### src/rtl/fpu_exc_pkg.sv
// Shared definitions for the FP exception unit: op codes, exception codes, sticky bit positions.
// Latency: n/a (definitions only).
// Backpressure: n/a.
package fpu_exc_pkg;

  // FP_OPERATION encoding
  localparam logic [1:0] _ADDITION       = 2'b00;
  localparam logic [1:0] _SUBTRACTION    = 2'b01;
  localparam logic [1:0] _MULTIPLICATION = 2'b10;
  localparam logic [1:0] _DIVISION       = 2'b11;

  // Exception code driven on OUT_EXCE; 5-7 are never produced
  typedef enum logic [2:0] {
    NO_EXCE   = 3'd0,
    qNAN_EXCE = 3'd1,
    sNAN_EXCE = 3'd2,
    INV_EXCE  = 3'd3,
    ZDIV_EXCE = 3'd4
  } exce_e;

  // Bit positions inside STICKY_FLAGS
  localparam int STK_INV  = 0;
  localparam int STK_ZDIV = 1;
  localparam int STK_QNAN = 2;
  localparam int STK_SNAN = 3;

  // One-hot sticky bit for an exception code; NO_EXCE sets nothing
  function automatic logic [3:0] sticky_mask(input exce_e code);
    logic [3:0] m;
    m = 4'b0000;
    case (code)
      INV_EXCE:  m[STK_INV]  = 1'b1;
      ZDIV_EXCE: m[STK_ZDIV] = 1'b1;
      qNAN_EXCE: m[STK_QNAN] = 1'b1;
      sNAN_EXCE: m[STK_SNAN] = 1'b1;
      default:   m = 4'b0000;
    endcase
    return m;
  endfunction

endpackage

### src/rtl/fp_class_decode.sv
// Classifies one minifloat operand (NaN quiet/signalling, infinity, zero, sign).
// Latency: purely combinational.
// Backpressure: none, no state.
module fp_class_decode #(
  parameter int EXP_W = 4,
  parameter int MAN_W = 3
) (
  input  logic [EXP_W+MAN_W:0] fp,
  output logic                 is_nan,
  output logic                 is_qnan,
  output logic                 is_snan,
  output logic                 is_inf,
  output logic                 is_zero,
  output logic                 sign
);

  logic [EXP_W-1:0] exp_f;
  logic [MAN_W-1:0] man_f;
  logic             exp_ones;
  logic             exp_zero;
  logic             man_zero;

  assign exp_f    = fp[MAN_W +: EXP_W];
  assign man_f    = fp[MAN_W-1:0];
  assign sign     = fp[EXP_W+MAN_W];
  assign exp_ones = &exp_f;
  assign exp_zero = ~|exp_f;
  assign man_zero = ~|man_f;

  // Subnormals (exp 0, mantissa non-zero) deliberately do not count as zero
  assign is_nan  = exp_ones & ~man_zero;
  assign is_qnan = is_nan &  man_f[MAN_W-1];
  assign is_snan = is_nan & ~man_f[MAN_W-1];
  assign is_inf  = exp_ones & man_zero;
  assign is_zero = exp_zero & man_zero;

endmodule

### src/rtl/fp_exception_unit.sv
// Detects IEEE-style exceptions for add/sub/mul/div and keeps sticky flags plus a saturating count.
// Latency: 1 cycle from accept to OUT_VALID; throughput 1 op per cycle.
// Backpressure: single output register; IN_READY = !OUT_VALID || OUT_READY, result held while stalled.
module fp_exception_unit
  import fpu_exc_pkg::*;
#(
  parameter int EXP_W = 4,
  parameter int MAN_W = 3,
  parameter int CNT_W = 8
) (
  input  logic                 CLK,
  input  logic                 RST,
  input  logic                 IN_VALID,
  output logic                 IN_READY,
  input  logic [1:0]           FP_OPERATION,
  input  logic [EXP_W+MAN_W:0] OP_A,
  input  logic [EXP_W+MAN_W:0] OP_B,
  output logic                 OUT_VALID,
  input  logic                 OUT_READY,
  output logic                 OP_IS_EXCEPTION,
  output logic [2:0]           OUT_EXCE,
  output logic [3:0]           STICKY_FLAGS,
  input  logic                 CLR_STICKY,
  output logic [CNT_W-1:0]     EXC_COUNT
);

  logic a_nan, a_qnan, a_snan, a_inf, a_zero, a_sign;
  logic b_nan, b_qnan, b_snan, b_inf, b_zero, b_sign;
  exce_e code_nxt;
  logic  accept;
  logic  out_vld_q;
  logic  out_exc_q;
  logic [2:0]       out_exce_q;
  logic [3:0]       sticky_q;
  logic [CNT_W-1:0] cnt_q;
  logic [3:0]       sticky_base;
  logic [CNT_W-1:0] cnt_base;

  fp_class_decode #(.EXP_W(EXP_W), .MAN_W(MAN_W)) u_dec_a (
    .fp(OP_A), .is_nan(a_nan), .is_qnan(a_qnan), .is_snan(a_snan),
    .is_inf(a_inf), .is_zero(a_zero), .sign(a_sign)
  );

  fp_class_decode #(.EXP_W(EXP_W), .MAN_W(MAN_W)) u_dec_b (
    .fp(OP_B), .is_nan(b_nan), .is_qnan(b_qnan), .is_snan(b_snan),
    .is_inf(b_inf), .is_zero(b_zero), .sign(b_sign)
  );

  assign IN_READY = !out_vld_q || OUT_READY;
  assign accept   = IN_VALID && IN_READY;

  // Prioritised exception code: sNaN, then qNaN, then per-operation invalid/div-by-zero
  always_comb begin
    code_nxt = NO_EXCE;
    if (a_snan || b_snan) begin
      code_nxt = sNAN_EXCE;
    end else if (a_qnan || b_qnan) begin
      code_nxt = qNAN_EXCE;
    end else if (!(a_nan || b_nan)) begin
      case (FP_OPERATION)
        _ADDITION:
          if (a_inf && b_inf && (a_sign != b_sign)) code_nxt = INV_EXCE;
        _SUBTRACTION:
          if (a_inf && b_inf && (a_sign == b_sign)) code_nxt = INV_EXCE;
        _MULTIPLICATION:
          if ((a_zero && b_inf) || (a_inf && b_zero)) code_nxt = INV_EXCE;
        default: begin
          // inf/0 falls through to div-by-zero, not invalid
          if ((a_zero && b_zero) || (a_inf && b_inf)) code_nxt = INV_EXCE;
          else if (b_zero)                             code_nxt = ZDIV_EXCE;
        end
      endcase
    end
  end

  // Output register: load on accept, drop valid once taken without a refill
  always_ff @(posedge CLK or posedge RST) begin
    if (RST) begin
      out_vld_q  <= 1'b0;
      out_exc_q  <= 1'b0;
      out_exce_q <= NO_EXCE;
    end else if (accept) begin
      out_vld_q  <= 1'b1;
      out_exc_q  <= (code_nxt != NO_EXCE);
      out_exce_q <= code_nxt;
    end else if (OUT_READY) begin
      out_vld_q  <= 1'b0;
    end
  end

  // Clear acts first so an exception accepted in the same cycle survives it
  assign sticky_base = CLR_STICKY ? 4'b0000 : sticky_q;
  assign cnt_base    = CLR_STICKY ? '0 : cnt_q;

  // Sticky flags and saturating exception counter, updated on accepted ops
  always_ff @(posedge CLK or posedge RST) begin
    if (RST) begin
      sticky_q <= 4'b0000;
      cnt_q    <= '0;
    end else begin
      sticky_q <= sticky_base | (accept ? sticky_mask(code_nxt) : 4'b0000);
      if (accept && (code_nxt != NO_EXCE) && (cnt_base != {CNT_W{1'b1}}))
        cnt_q <= cnt_base + 1'b1;
      else
        cnt_q <= cnt_base;
    end
  end

  assign OUT_VALID       = out_vld_q;
  assign OP_IS_EXCEPTION = out_exc_q;
  assign OUT_EXCE        = out_exce_q;
  assign STICKY_FLAGS    = sticky_q;
  assign EXC_COUNT       = cnt_q;

endmodule

### config.mk
export PLATFORM = sky130hd
export DESIGN_NAME = fp_exception_unit
export DESIGN_NICKNAME = d
export VERILOG_FILES = /design/src/rtl/fpu_exc_pkg.sv /design/src/rtl/fp_class_decode.sv /design/src/rtl/fp_exception_unit.sv
export SDC_FILE = /design/constraint.sdc
export NUM_CORES = 1
export LEC_CHECK = 0
export ABC_AREA = 1
export CORE_UTILIZATION = 34
export CTS_BUF_LIST = sky130_fd_sc_hd__clkbuf_4
export DETAILED_ROUTE_END_ITERATION = 10
export GPL_ROUTABILITY_DRIVEN = 0
export HOLD_SLACK_MARGIN = 0.05
export MAX_ROUTING_LAYER = met4
export SLEW_MARGIN = 20
export SYNTH_ARGS = -nofsm -noshare
export SYNTH_HDL_FRONTEND = slang
export SYNTH_SLANG_ARGS = --single-unit
export TNS_END_PERCENT = 20
### constraint.sdc
create_clock -name CLK -period 2.5 [get_ports CLK]
set_input_delay 0.375 -clock CLK [delete_from_list [all_inputs] [get_ports CLK]]
set_output_delay 0.375 -clock CLK [all_outputs]
set_load 0.05 [all_outputs]
==> results of run 1 <==
[Yosys cell counts, types with 2 or more instances]
master	n	area share, %
o21ai_0	5	2.1
dfrtp_1	17	35
nand4_1	8	4.2
nand2_1	55	17
nand2_2	7	3.6
inv_1	25	7.8
nor2_2	3	1.6
nor3_1	2	0.83
nor3_2	2	1.7
nor2_1	12	3.7
nor2_4	5	4.7
nand2_4	2	1.9
nand3_2	2	1.7
xor2_1	4	2.9
inv_2	5	1.6
nand3_1	3	1.2
[power by group through the flow]
stage	clock [mW]	sequential, mW	combinational (mW)
6_report	0.157	0.289	0.151
5_1_grt	0.172	0.290	0.166
4_1_cts	0.161	0.289	0.153
3_5_place_dp	0	0.294	0.153
3_3_place_gp	0	0.294	0.151
2_1_floorplan	0	0.324	0.0530
[cells by family after synthesis]
group,synth area share (%)
AOI/OAI and AO/OA,3.75
xor gates and xnor gates,3.64
adders and majority gates,1.04
buffers and inverters,9.68
DFF,35.4
and+or+nand+nor,46.5
[registers in the layout, summed over array words and instances (netlist names)]
| signal | count |
|---|---|
| EXC_COUNT | 8 |
| OP_IS_EXCEPTION | 1 |
| OUT_EXCE | 3 |
| OUT_VALID | 1 |
| STICKY_FLAGS | 4 |
[final cells by class]
cell class / count / area, um^2 / area share (%)
clock buffer: 4 / 30.0 / 1.78
inverter: 30 / 113 / 6.68
multi-input combinational: 119 / 661 / 39.2
sequential: 17 / 425 / 25.2
tap: 46 / 57.6 / 3.41
timing repair buffer: 40 / 400 / 23.7
[metal layers]
metal,global-route usage (%),vias to the layer above,part of all wire (%)
met1,19.8,511,46
met5,-,-,0
met3,1.89,2,5.3
li1,-,610,-
met2,26.2,33,47
met4,2.86,0,0.76
[critical path, delay by kind of cell]
family        cells  cell delay (ps)
buf+inv           3             1290
simple gates      1               80
[metrics by stage]
step | std cells | utilization [%] | setup WS (ps) | area (um^2)
2_1_floorplan | 167 | - | 548 | 1200
5_1_grt | 256 | 50.1 | 303 | 1690
3_3_place_gp | 252 | 49.3 | 326 | 1660
6_report | 256 | 50.1 | 374 | 1690
3_5_place_dp | 252 | 49.3 | 273 | 1660
4_1_cts | 256 | 50.1 | 373 | 1690
[path summary, 6_finish.rpt]
path	start	endpoint	slack, ps	cells after the start
max in group asynchronous	RST	OUT_EXCE[2]$_DFFE_PP0P_	1610	2
min	RST	EXC_COUNT[0]$_DFF_PP0_	470	2
min in group CLK	STICKY_FLAGS[3]$_DFF_PP0_	STICKY_FLAGS[3]$_DFF_PP0_	500	2
max reg2reg	EXC_COUNT[0]$_DFF_PP0_	EXC_COUNT[5]$_DFF_PP0_	820	10
min reg2reg	STICKY_FLAGS[3]$_DFF_PP0_	STICKY_FLAGS[3]$_DFF_PP0_	500	2
max	OUT_READY	IN_READY	370	4
==> implementation parameters, run 1 <==
Parameter                              Value

Power
  P_int ... 0.418 mW
  Register share of total power ... 48.3%
  Peak supply drop ... 0.146 mV
  PnR Total Power ... 0.598 mW
  Power per Cell Area ... 354 nW/um^2
  Switching share of total power ... 30.1%
  P_leak ... 0.857 nW
  Power spent charging and discharging nets ... 0.180 mW
  Clock group share of total power ... 26.3%
  Combinational Power Share ... 25.3%

Cells and area
  Synthesis-to-finish area growth ... 40.3%
  Most frequent standard cell in the layout excluding fill and tap cells ... nand2_1
  Share of final-layout standard cells stronger than drive strength 1 ... 15.2%
  Highest-count cells in the layout ignoring fill and taps ... nand2_1 (55), clkdlybuf4s50_1 (40), inv_1 (25), dfrtp_1 (17), nor2_1 (12)
  Filler instances ... 346
  Number of antenna repair diodes ... 0
  Number of nets in the layout ... 235

GRT
  Maximum number of pins on one net before global-route repair ... 18
  Antenna violations before repair ... 0
  Total overflow reported by the global router ... 0
  Number of global-route vias before repair ... 1051
  Overall track demand over capacity in global routing ... 15.4%
  First-pass GRT wire length ... 4330 um

Die
  Initial Util ... 35.8%
  Die area ... 3780 um^2
  Height of the die ... 61.5 um
  Number of top-level pins ... 41
  Number of rows in the core area ... 21
  Die width ... 61.5 um
  Core area ... 3360 um^2

Critical path
  Most Frequent Cell on Critical Path ... clkdlybuf4s50_1
  Largest fanout of any net on the critical path ... 3
  Required time of the worst setup path ... 2120 ps
  Kind of critical path ... in2out
  Nature of the critical path endpoint ... primary output
  Slowest stage delay, CP ... 800 ps
  Slowest library cell on the worst path ... clkdlybuf4s50_1
  Sort of element at the start of the critical path ... primary input
  Critical path, cell by cell ... clkdlybuf4s50_1, inv_1, nand2_1, clkdlybuf4s50_1
  Arrival time reported for the critical path endpoint ... 1750 ps

STA
  Number of max-slew violations in the final report ... 0
  Fin Clk Skew ... 2.40 ps
  Headroom to the max-slew limit ... 56.6%
  Final critical-path share of the clock period ... 85.0%
  Worst-case hold slack ... 474 ps
  Fin Setup TNS ... 0 ps
  Final worst path period need ... 2130 ps
  Final setup vio count ... 0
  Top achievable clock speed ... 470 MHz
  RSZ-0062 raised after global routing ... false
  Worst slew pin tran ... 650 ps
  Number of hold-slack violations in the final timing report ... 0

Yosys
  Yosys cell types ... 26
  Synth Cell Area ... 1200 um^2
  Count of flip-flops with a built-in enable after synthesis ... 0
  Register area share after synthesis ... 35.4%
  Flip-flop cell with the highest count after synthesis ... dfrtp_1
  Post-synthesis async set-or-reset flop share ... 100%
  Number of synthesized register bits ... 17
  Yosys warnings ... 0
  Total nets after synthesis ... 191
  Gate Count Post-Synth ... 167
  Syn avg cell area ... 7.20 um^2

Clocking
  CTS Hold Bufs ... 0
  Setup Fix Bufs, Post-CTS ... 0
  Clock insertion delay at the later pin of the skew report ... 280 ps
  Post-cts resize count ... 0
  TritonCTS clock tree ... yes
  Maximum clock insertion buffer count ... 2
  Clock-pin slew of the registers on the worst-case setup and hold paths ... 100 ps
  Number of sinks handled by clock tree synthesis ... 17
  Count of H-tree levels built during CTS ... 1
  Number of CTS-inserted buffers ... 3
  Master cell of the clock root buffer ... clkbuf_4

Route
  Antenna-violating nets left ... 0
  1st-iter DRT viols ... 24
  Via density ... 4.52
  Detailed Routing Iterations Pass 1 ... 4
  Post-route DRC violation count ... 0
  Routed length per placed instance ... 9.74 um
  Total detailed-routing wirelength ... 2490 um
  Number of vias in the routed layout ... 1156

Place
  HPWL after detailed placement ... 2100 um
  IO Port Bufs ... 40

Worst hold path
  HP Class ... in2async

Job
  Max-cap viol count ... 0

Status
  Run status ... complete, no violations
Power figures use the tool's default switching activity.
==> run 2, diff against run 1 <==
--- a/config.mk
+++ b/config.mk
@@ -6,7 +6,7 @@
 export NUM_CORES = 1
 export LEC_CHECK = 0
 export ABC_AREA = 1
-export CORE_UTILIZATION = 34
+export CORE_UTILIZATION = 30
 export CTS_BUF_LIST = sky130_fd_sc_hd__clkbuf_4
 export DETAILED_ROUTE_END_ITERATION = 10
 export GPL_ROUTABILITY_DRIVEN = 0
==> constraint.sdc (replaced) <==
create_clock -name CLK -period 1.75 [get_ports CLK]
set_input_delay 0.2625 -clock CLK [delete_from_list [all_inputs] [get_ports CLK]]
set_output_delay 0.2625 -clock CLK [all_outputs]
set_load 0.05 [all_outputs]
==> implementation parameters, run 2 (same netlist as run 1, synthesis figures left out) <==
Parameter                              Value

Status
  Run status ... complete, no violations

Cells and area
  Highest-count cells in the layout ignoring fill and taps ... nand2_1 (54), buf_4 (37), inv_1 (25), clkdlybuf4s50_1 (21), dfrtp_1 (15)
  Number of antenna repair diodes ... 0 (unchanged)
  Final design instance area without fill ... 1840 um^2 (+8.8%)
  Filler instances ... 394 (+14%)
  Most frequent standard cell in the layout excluding fill and tap cells ... nand2_1
  Synthesis-to-finish area growth ... 52.7%
  Non-filler cells, final ... 278 (+8.6%)
  Number of nets in the layout ... 255 (+8.5%)
  Finished Core Util ... 49.0% (-1.1 points)
  Share of final-layout standard cells stronger than drive strength 1 ... 33.5% (+18 points)
  Max reg flops ... 8 (unchanged)

Route
  Antenna-violating nets left ... 0 (unchanged)
  Number of vias in the routed layout ... 1216 (+5.2%)
  Total detailed-routing wirelength ... 2770 um (+11%)
  Post-route DRC violation count ... 0 (unchanged)
  Via density ... 4.37 (-3.1%)
  1st-iter DRT viols ... 48 (+100%)
  Routed length per placed instance ... 9.97 um (+2.4%)
  Detailed Routing Iterations Pass 1 ... 4 (unchanged)

Critical path
  Critical path, cell by cell ... clkdlybuf4s50_1, nor2_4, nand2_4, nor2_4, nand2_2, nand2_2, nand2_2, nand2_2, nor2_4, nand4_4, nand3_4, nand2_1, nand2_1
  Arrival time reported for the critical path endpoint ... 1840 ps (+90 ps)
  Sort of element at the start of the critical path ... primary input
  Required time of the worst setup path ... 1950 ps (-170 ps)
  Slowest stage delay, CP ... 440 ps (-360 ps)
  Most Frequent Cell on Critical Path ... nand2_2
  Nature of the critical path endpoint ... register
  Largest fanout of any net on the critical path ... 10 (+7)
  Slowest library cell on the worst path ... clkdlybuf4s50_1
  Kind of critical path ... in2reg

STA
  Headroom to the max-slew limit ... 79.4% (+23 points)
  Top achievable clock speed ... 611 MHz
  Final critical-path share of the clock period ... 93.6%
  Number of max-slew violations in the final report ... 0 (unchanged)
  Final setup vio count ... 0 (unchanged)
  Fin Setup TNS ... 0 ps (unchanged)
  Final worst path period need ... 1640 ps
  Worst slew pin tran ... 308 ps (-341 ps)
  Post-route setup slack ... 112 ps (-262 ps)
  Fin Clk Skew ... 7.45 ps (+5.05 ps)
  Worst-case hold slack ... 194 ps (-280 ps)
  Number of hold-slack violations in the final timing report ... 0 (unchanged)
  RSZ-0062 raised after global routing ... true

Worst hold path
  HP Class ... in2async

Die
  Number of rows in the core area ... 22 (+4.8%)
  Core area ... 3740 um^2 (+11%)
  Die area ... 4270 um^2 (+13%)
  Die width ... 65.3 um (+6.2%)
  Initial Util ... 32.1% (-3.6 points)
  Number of top-level pins ... 41 (unchanged)
  Height of the die ... 65.3 um (+6.2%)

Clocking
  Clock-pin slew of the registers on the worst-case setup and hold paths ... 110 ps (about the same)
  Clock insertion delay at the later pin of the skew report ... 300 ps (+20 ps)
  Number of sinks handled by clock tree synthesis ... 17 (unchanged)
  Maximum clock insertion buffer count ... 2 (unchanged)
  Number of CTS-inserted buffers ... 3 (unchanged)
  TritonCTS clock tree ... yes
  Master cell of the clock root buffer ... clkbuf_4
  Count of H-tree levels built during CTS ... 1 (unchanged)

Place
  Cell area after placement ... 1770 um^2 (+6.9%)
  Instance count after placement with tap cells included ... 272 (+7.9%)
  HPWL after detailed placement ... 2320 um (+10%)
  Worst setup slack after placement ... -326 ps (-599 ps)
  IO Port Bufs ... 40 (unchanged)

Job
  Max-cap viol count ... 0 (unchanged)

GRT
  Total overflow reported by the global router ... 0 (unchanged)
  Number of global-route vias before repair ... 1189 (+13%)
  Overall track demand over capacity in global routing ... 15.6% (+0.20 points)
  Antenna violations before repair ... 0 (unchanged)
  First-pass GRT wire length ... 5000 um (+15%)
  Maximum number of pins on one net before global-route repair ... 11 (-7)

Power
  P_leak ... 1.00 nW (+17%)
  Power per Cell Area ... 479 nW/um^2 (+35%)
  Peak supply drop ... 0.209 mV (+43%)
  PnR Total Power ... 0.880 mW (+47%)
==> run 2: cell types whose count changed in the layout (fill, tap and decap cells not counted), sizes merged <==
| cell | change |
|---|---|
| buf | +38 |
| dlymetal6s2s | +1 |
| clkbuf | -1 |
| clkinv | +1 |
| clkdlybuf4s50 | -19 |
==> run 2: path summary, 6_finish.rpt <==
check,to,slack (ps),cells after the start,startpoint
worst max-delay path,EXC_COUNT[4]$_DFF_PP0_,110,13,OP_B[1]
worst min-delay path,OP_IS_EXCEPTION$_DFFE_PP0P_,190,2,RST
worst max register to register,EXC_COUNT[0]$_DFF_PP0_,130,10,EXC_COUNT[0]$_DFF_PP0_
worst min register to register,OUT_EXCE[2]$_DFFE_PP0P_,500,2,OUT_EXCE[2]$_DFFE_PP0P_
max in group asynchronous,OUT_EXCE[0]$_DFFE_PP0P_,1110,3,RST
min in group CLK,EXC_COUNT[1]$_DFF_PP0_,360,4,CLR_STICKY
==> run 2: final cells by class <==
cell class,count,area [um^2],area share (%)
inverters,30,113,6.13
well taps,48,60.1,3.27
multi-input cells,119,687,37.4
clock inverters,1,5.00,0.273
repair buffers,60,520,28.4
clock buffers,3,22.5,1.23
flip-flops and latches,17,428,23.3
==> run 2: critical path, delay by kind of cell <==
| kind | cells | cell delay (ps) |
|---|---|---|
| buffers and inverters | 1 | 440 |
| AND/OR/NAND/NOR | 12 | 1120 |
==> run 2: repair_timing <==
action,in CTS,in global routing
hold buffers,0,0
pin swaps,0,5
setup endpoints to repair,8,8
resized for setup,1,6
setup buffers,0,2
==> run 2: report_power, final <==
group / internal (mW) / switching (mW) / leakage (nW)
Combinational: 0.108 / 0.136 / 0.755
Sequential: 0.405 / 0.00900 / 0.229
Clock: 0.0853 / 0.136 / 0.0177
Total: 0.599 / 0.281 / 1.00
==> run 2: layer usage <==
layer  global-route usage, %  part of all wire (%)  vias up
met5                       -                     0        -
met4                    4.08                  0.90        0
met3                    3.65                   4.1        2
met2                    26.3                    49       23
met1                    18.6                    46      550
li1                        -                     -      641
==> run 3, diff against run 2 <==
--- a/config.mk
+++ b/config.mk
@@ -12,6 +12,7 @@
 export GPL_ROUTABILITY_DRIVEN = 0
 export HOLD_SLACK_MARGIN = 0.05
 export MAX_ROUTING_LAYER = met4
+export SKIP_LAST_GASP = 1
 export SLEW_MARGIN = 20
 export SYNTH_ARGS = -nofsm -noshare
 export SYNTH_HDL_FRONTEND = slang
==> implementation parameters, run 3 (same netlist as run 1, synthesis figures left out) <==
Parameter                              Value

Place
  IO Port Bufs ... 40 (unchanged)
  HPWL after detailed placement ... 2320 um (unchanged)

STA
  Number of max-slew violations in the final report ... 0 (unchanged)
  Fin Setup TNS ... 0 ps (unchanged)
  Number of hold-slack violations in the final timing report ... 0 (unchanged)
  Final worst path period need ... 1670 ps (+32.8 ps)
  Fin Clk Skew ... 8.90 ps (+1.45 ps)
  RSZ-0062 raised after global routing ... true
  Final critical-path share of the clock period ... 95.5% (+1.9 points)
  Final setup vio count ... 0 (unchanged)
  Top achievable clock speed ... 599 MHz (-2.0%)
  Headroom to the max-slew limit ... 79.4% (about the same)
  Worst slew pin tran ... 309 ps (+0.971 ps)

Clocking
  TritonCTS clock tree ... yes
  Clock insertion delay at the later pin of the skew report ... 300 ps (about the same)
  Clock-pin slew of the registers on the worst-case setup and hold paths ... 110 ps (about the same)
  Master cell of the clock root buffer ... clkbuf_4
  Number of CTS-inserted buffers ... 3 (unchanged)
  CTS Hold Bufs ... 0 (unchanged)
  Number of sinks handled by clock tree synthesis ... 17 (unchanged)
  Count of H-tree levels built during CTS ... 1 (unchanged)
  Maximum clock insertion buffer count ... 2 (unchanged)

Route
  1st-iter DRT viols ... 46 (-4.2%)
  Via density ... 4.36 (-0.33%)
  Total detailed-routing wirelength ... 2780 um (+0.29%)
  Post-route DRC violation count ... 0 (unchanged)
  Number of vias in the routed layout ... 1212 (-0.33%)
  Routed length per placed instance ... 10.0 um (+0.29%)
  Antenna-violating nets left ... 0 (unchanged)
  Detailed Routing Iterations Pass 1 ... 4 (unchanged)

Cells and area
  Highest-count cells in the layout ignoring fill and taps ... nand2_1 (54), buf_4 (37), inv_1 (25), clkdlybuf4s50_1 (21), dfrtp_1 (15)
  Filler instances ... 397 (+0.76%)
  Synthesis-to-finish area growth ... 52.0%
  Number of antenna repair diodes ... 0 (unchanged)
  Max reg flops ... 8 (unchanged)
  Most frequent standard cell in the layout excluding fill and tap cells ... nand2_1
  Share of final-layout standard cells stronger than drive strength 1 ... 32.6% (-0.87 points)
  Number of nets in the layout ... 255 (unchanged)

Critical path
  Combined buffer and inverter count along the critical path ... 1 (unchanged)
  Slowest library cell on the worst path ... dfrtp_2
  Arrival time reported for the critical path endpoint ... 1910 ps (+70 ps)
  Nature of the critical path endpoint ... register
  Required time of the worst setup path ... 1990 ps (+40 ps)
  Sort of element at the start of the critical path ... register
  Worst reg2reg endpoint ... EXC_COUNT[7]$_DFF_PP0_
  Reg2reg start ... EXC_COUNT[0]$_DFF_PP0_
  Most Frequent Cell on Critical Path ... nand2_1
  Critical path, cell by cell ... inv_1, nor2_2, ha_1, and3_1, nand3_2, nor2_4, nand2_4, nand3_4, nand2_1, nand2_1
  Register-to-register path setup slack ... 80 ps (-50 ps)
  Slowest stage delay, CP ... 390 ps (-50 ps)
  CP top delay family ... simple AND/OR/NAND/NOR gates
  Largest fanout of any net on the critical path ... 8 (-2)
  FF-to-FF path depth ... 10 (unchanged)
  Kind of critical path ... reg2reg

Power
  PnR Total Power ... 0.878 mW (-0.17%)
  Clock group share of total power ... 25.1% (about the same)
  Switching share of total power ... 31.9% (-0.094 points)
  Combinational Power Share ... 27.8% (about the same)
  P_int ... 0.598 mW (about the same)
  Peak supply drop ... 0.207 mV (-0.98%)
  Power per Cell Area ... 481 nW/um^2 (+0.24%)
  Register share of total power ... 47.1% (about the same)
  Power spent charging and discharging nets ... 0.280 mW (-0.47%)
  P_leak ... 1.00 nW (+0.21%)

Die
  Die area ... 4270 um^2 (unchanged)
  Height of the die ... 65.3 um (unchanged)
  Initial Util ... 32.1% (unchanged)
  Core area ... 3740 um^2 (unchanged)
  Die width ... 65.3 um (unchanged)
  Number of top-level pins ... 41 (unchanged)
  Number of rows in the core area ... 22 (unchanged)

Status
  Run status ... complete, no violations

GRT
  Overall track demand over capacity in global routing ... 15.6% (unchanged)
  First-pass GRT wire length ... 5000 um (unchanged)
  Maximum number of pins on one net before global-route repair ... 11 (unchanged)
  Number of global-route vias before repair ... 1189 (unchanged)
  Antenna violations before repair ... 0 (unchanged)
  Total overflow reported by the global router ... 0 (unchanged)

Job
  Max-cap viol count ... 0 (unchanged)

Worst hold path
  HP Class ... in2async
run 3: cell counts in the layout (fill, tap and decap cells not counted):
Identical to the previous run, type by type.
run 3: worst max-delay path by stage:
| stage | start | endpoint | slack, ps | cells after the start |
|---|---|---|---|---|
| 6_report | EXC_COUNT[0]$_DFF_PP0_ | EXC_COUNT[7]$_DFF_PP0_ | 80 | 10 |
| 4_1_cts | CLR_STICKY | EXC_COUNT[6]$_DFF_PP0_ | 20 | 10 |
| 5_1_grt | EXC_COUNT[0]$_DFF_PP0_ | EXC_COUNT[7]$_DFF_PP0_ | -70 | 10 |
| 3_3_place_gp | CLR_STICKY | EXC_COUNT[6]$_DFF_PP0_ | -240 | 10 |
| 2_1_floorplan | EXC_COUNT[0]$_DFF_PP0_ | EXC_COUNT[5]$_DFF_PP0_ | 30 | 10 |
| 3_5_place_dp | CLR_STICKY | EXC_COUNT[6]$_DFF_PP0_ | -330 | 10 |
run 3: repair_timing:
action,4_1_cts,5_1_grt
gates cloned,0,0
gates resized for setup,1,4
buffers inserted,0,2
endpoints found under the setup margin,8,8
pin swaps,0,2
hold endpoints to repair,0,0
run 3: area by class of cell:
type / instances / area [um^2] / share of cell area, %
Tap cell: 48 / 60.1 / 3.29
Timing Repair Buffer: 60 / 520 / 28.5
Clock buffer: 3 / 22.5 / 1.23
Clock inverter: 1 / 5.00 / 0.274
Sequential cell: 17 / 428 / 23.4
Inverter: 30 / 113 / 6.16
Multi-Input combinational cell: 119 / 679 / 37.2
run 3: metrics by stage:
stage	util [%]	instances	cell area (um^2)	hold slack, ps	setup slack [ps]
after floorplan	-	167	1210	188	34.2
after global placement	47.3	272	1770	466	-242
after detailed placement	47.3	272	1770	473	-326
after CTS	48.1	276	1800	207	24.9
after global routing	48.8	278	1830	220	-68.0
final	48.8	278	1830	195	79.5
run 3: layer usage:
metal,part of all wire [%],GRT usage (%),wire [um],vias to the layer above
met1,46,18.6,1280,544
met3,4.4,3.65,122,0
li1,-,-,-,643
met2,50,26.3,1380,25
met5,0,-,0,-
met4,0,4.08,0,0
run 3: power groups by stage:
stage | combinational [mW] | clock, mW | sequential, mW
6_report | 0.244 | 0.220 | 0.414
5_1_grt | 0.269 | 0.241 | 0.416
4_1_cts | 0.243 | 0.226 | 0.415
3_5_place_dp | 0.242 | 0 | 0.422
3_3_place_gp | 0.240 | 0 | 0.422
2_1_floorplan | 0.0774 | 0 | 0.464
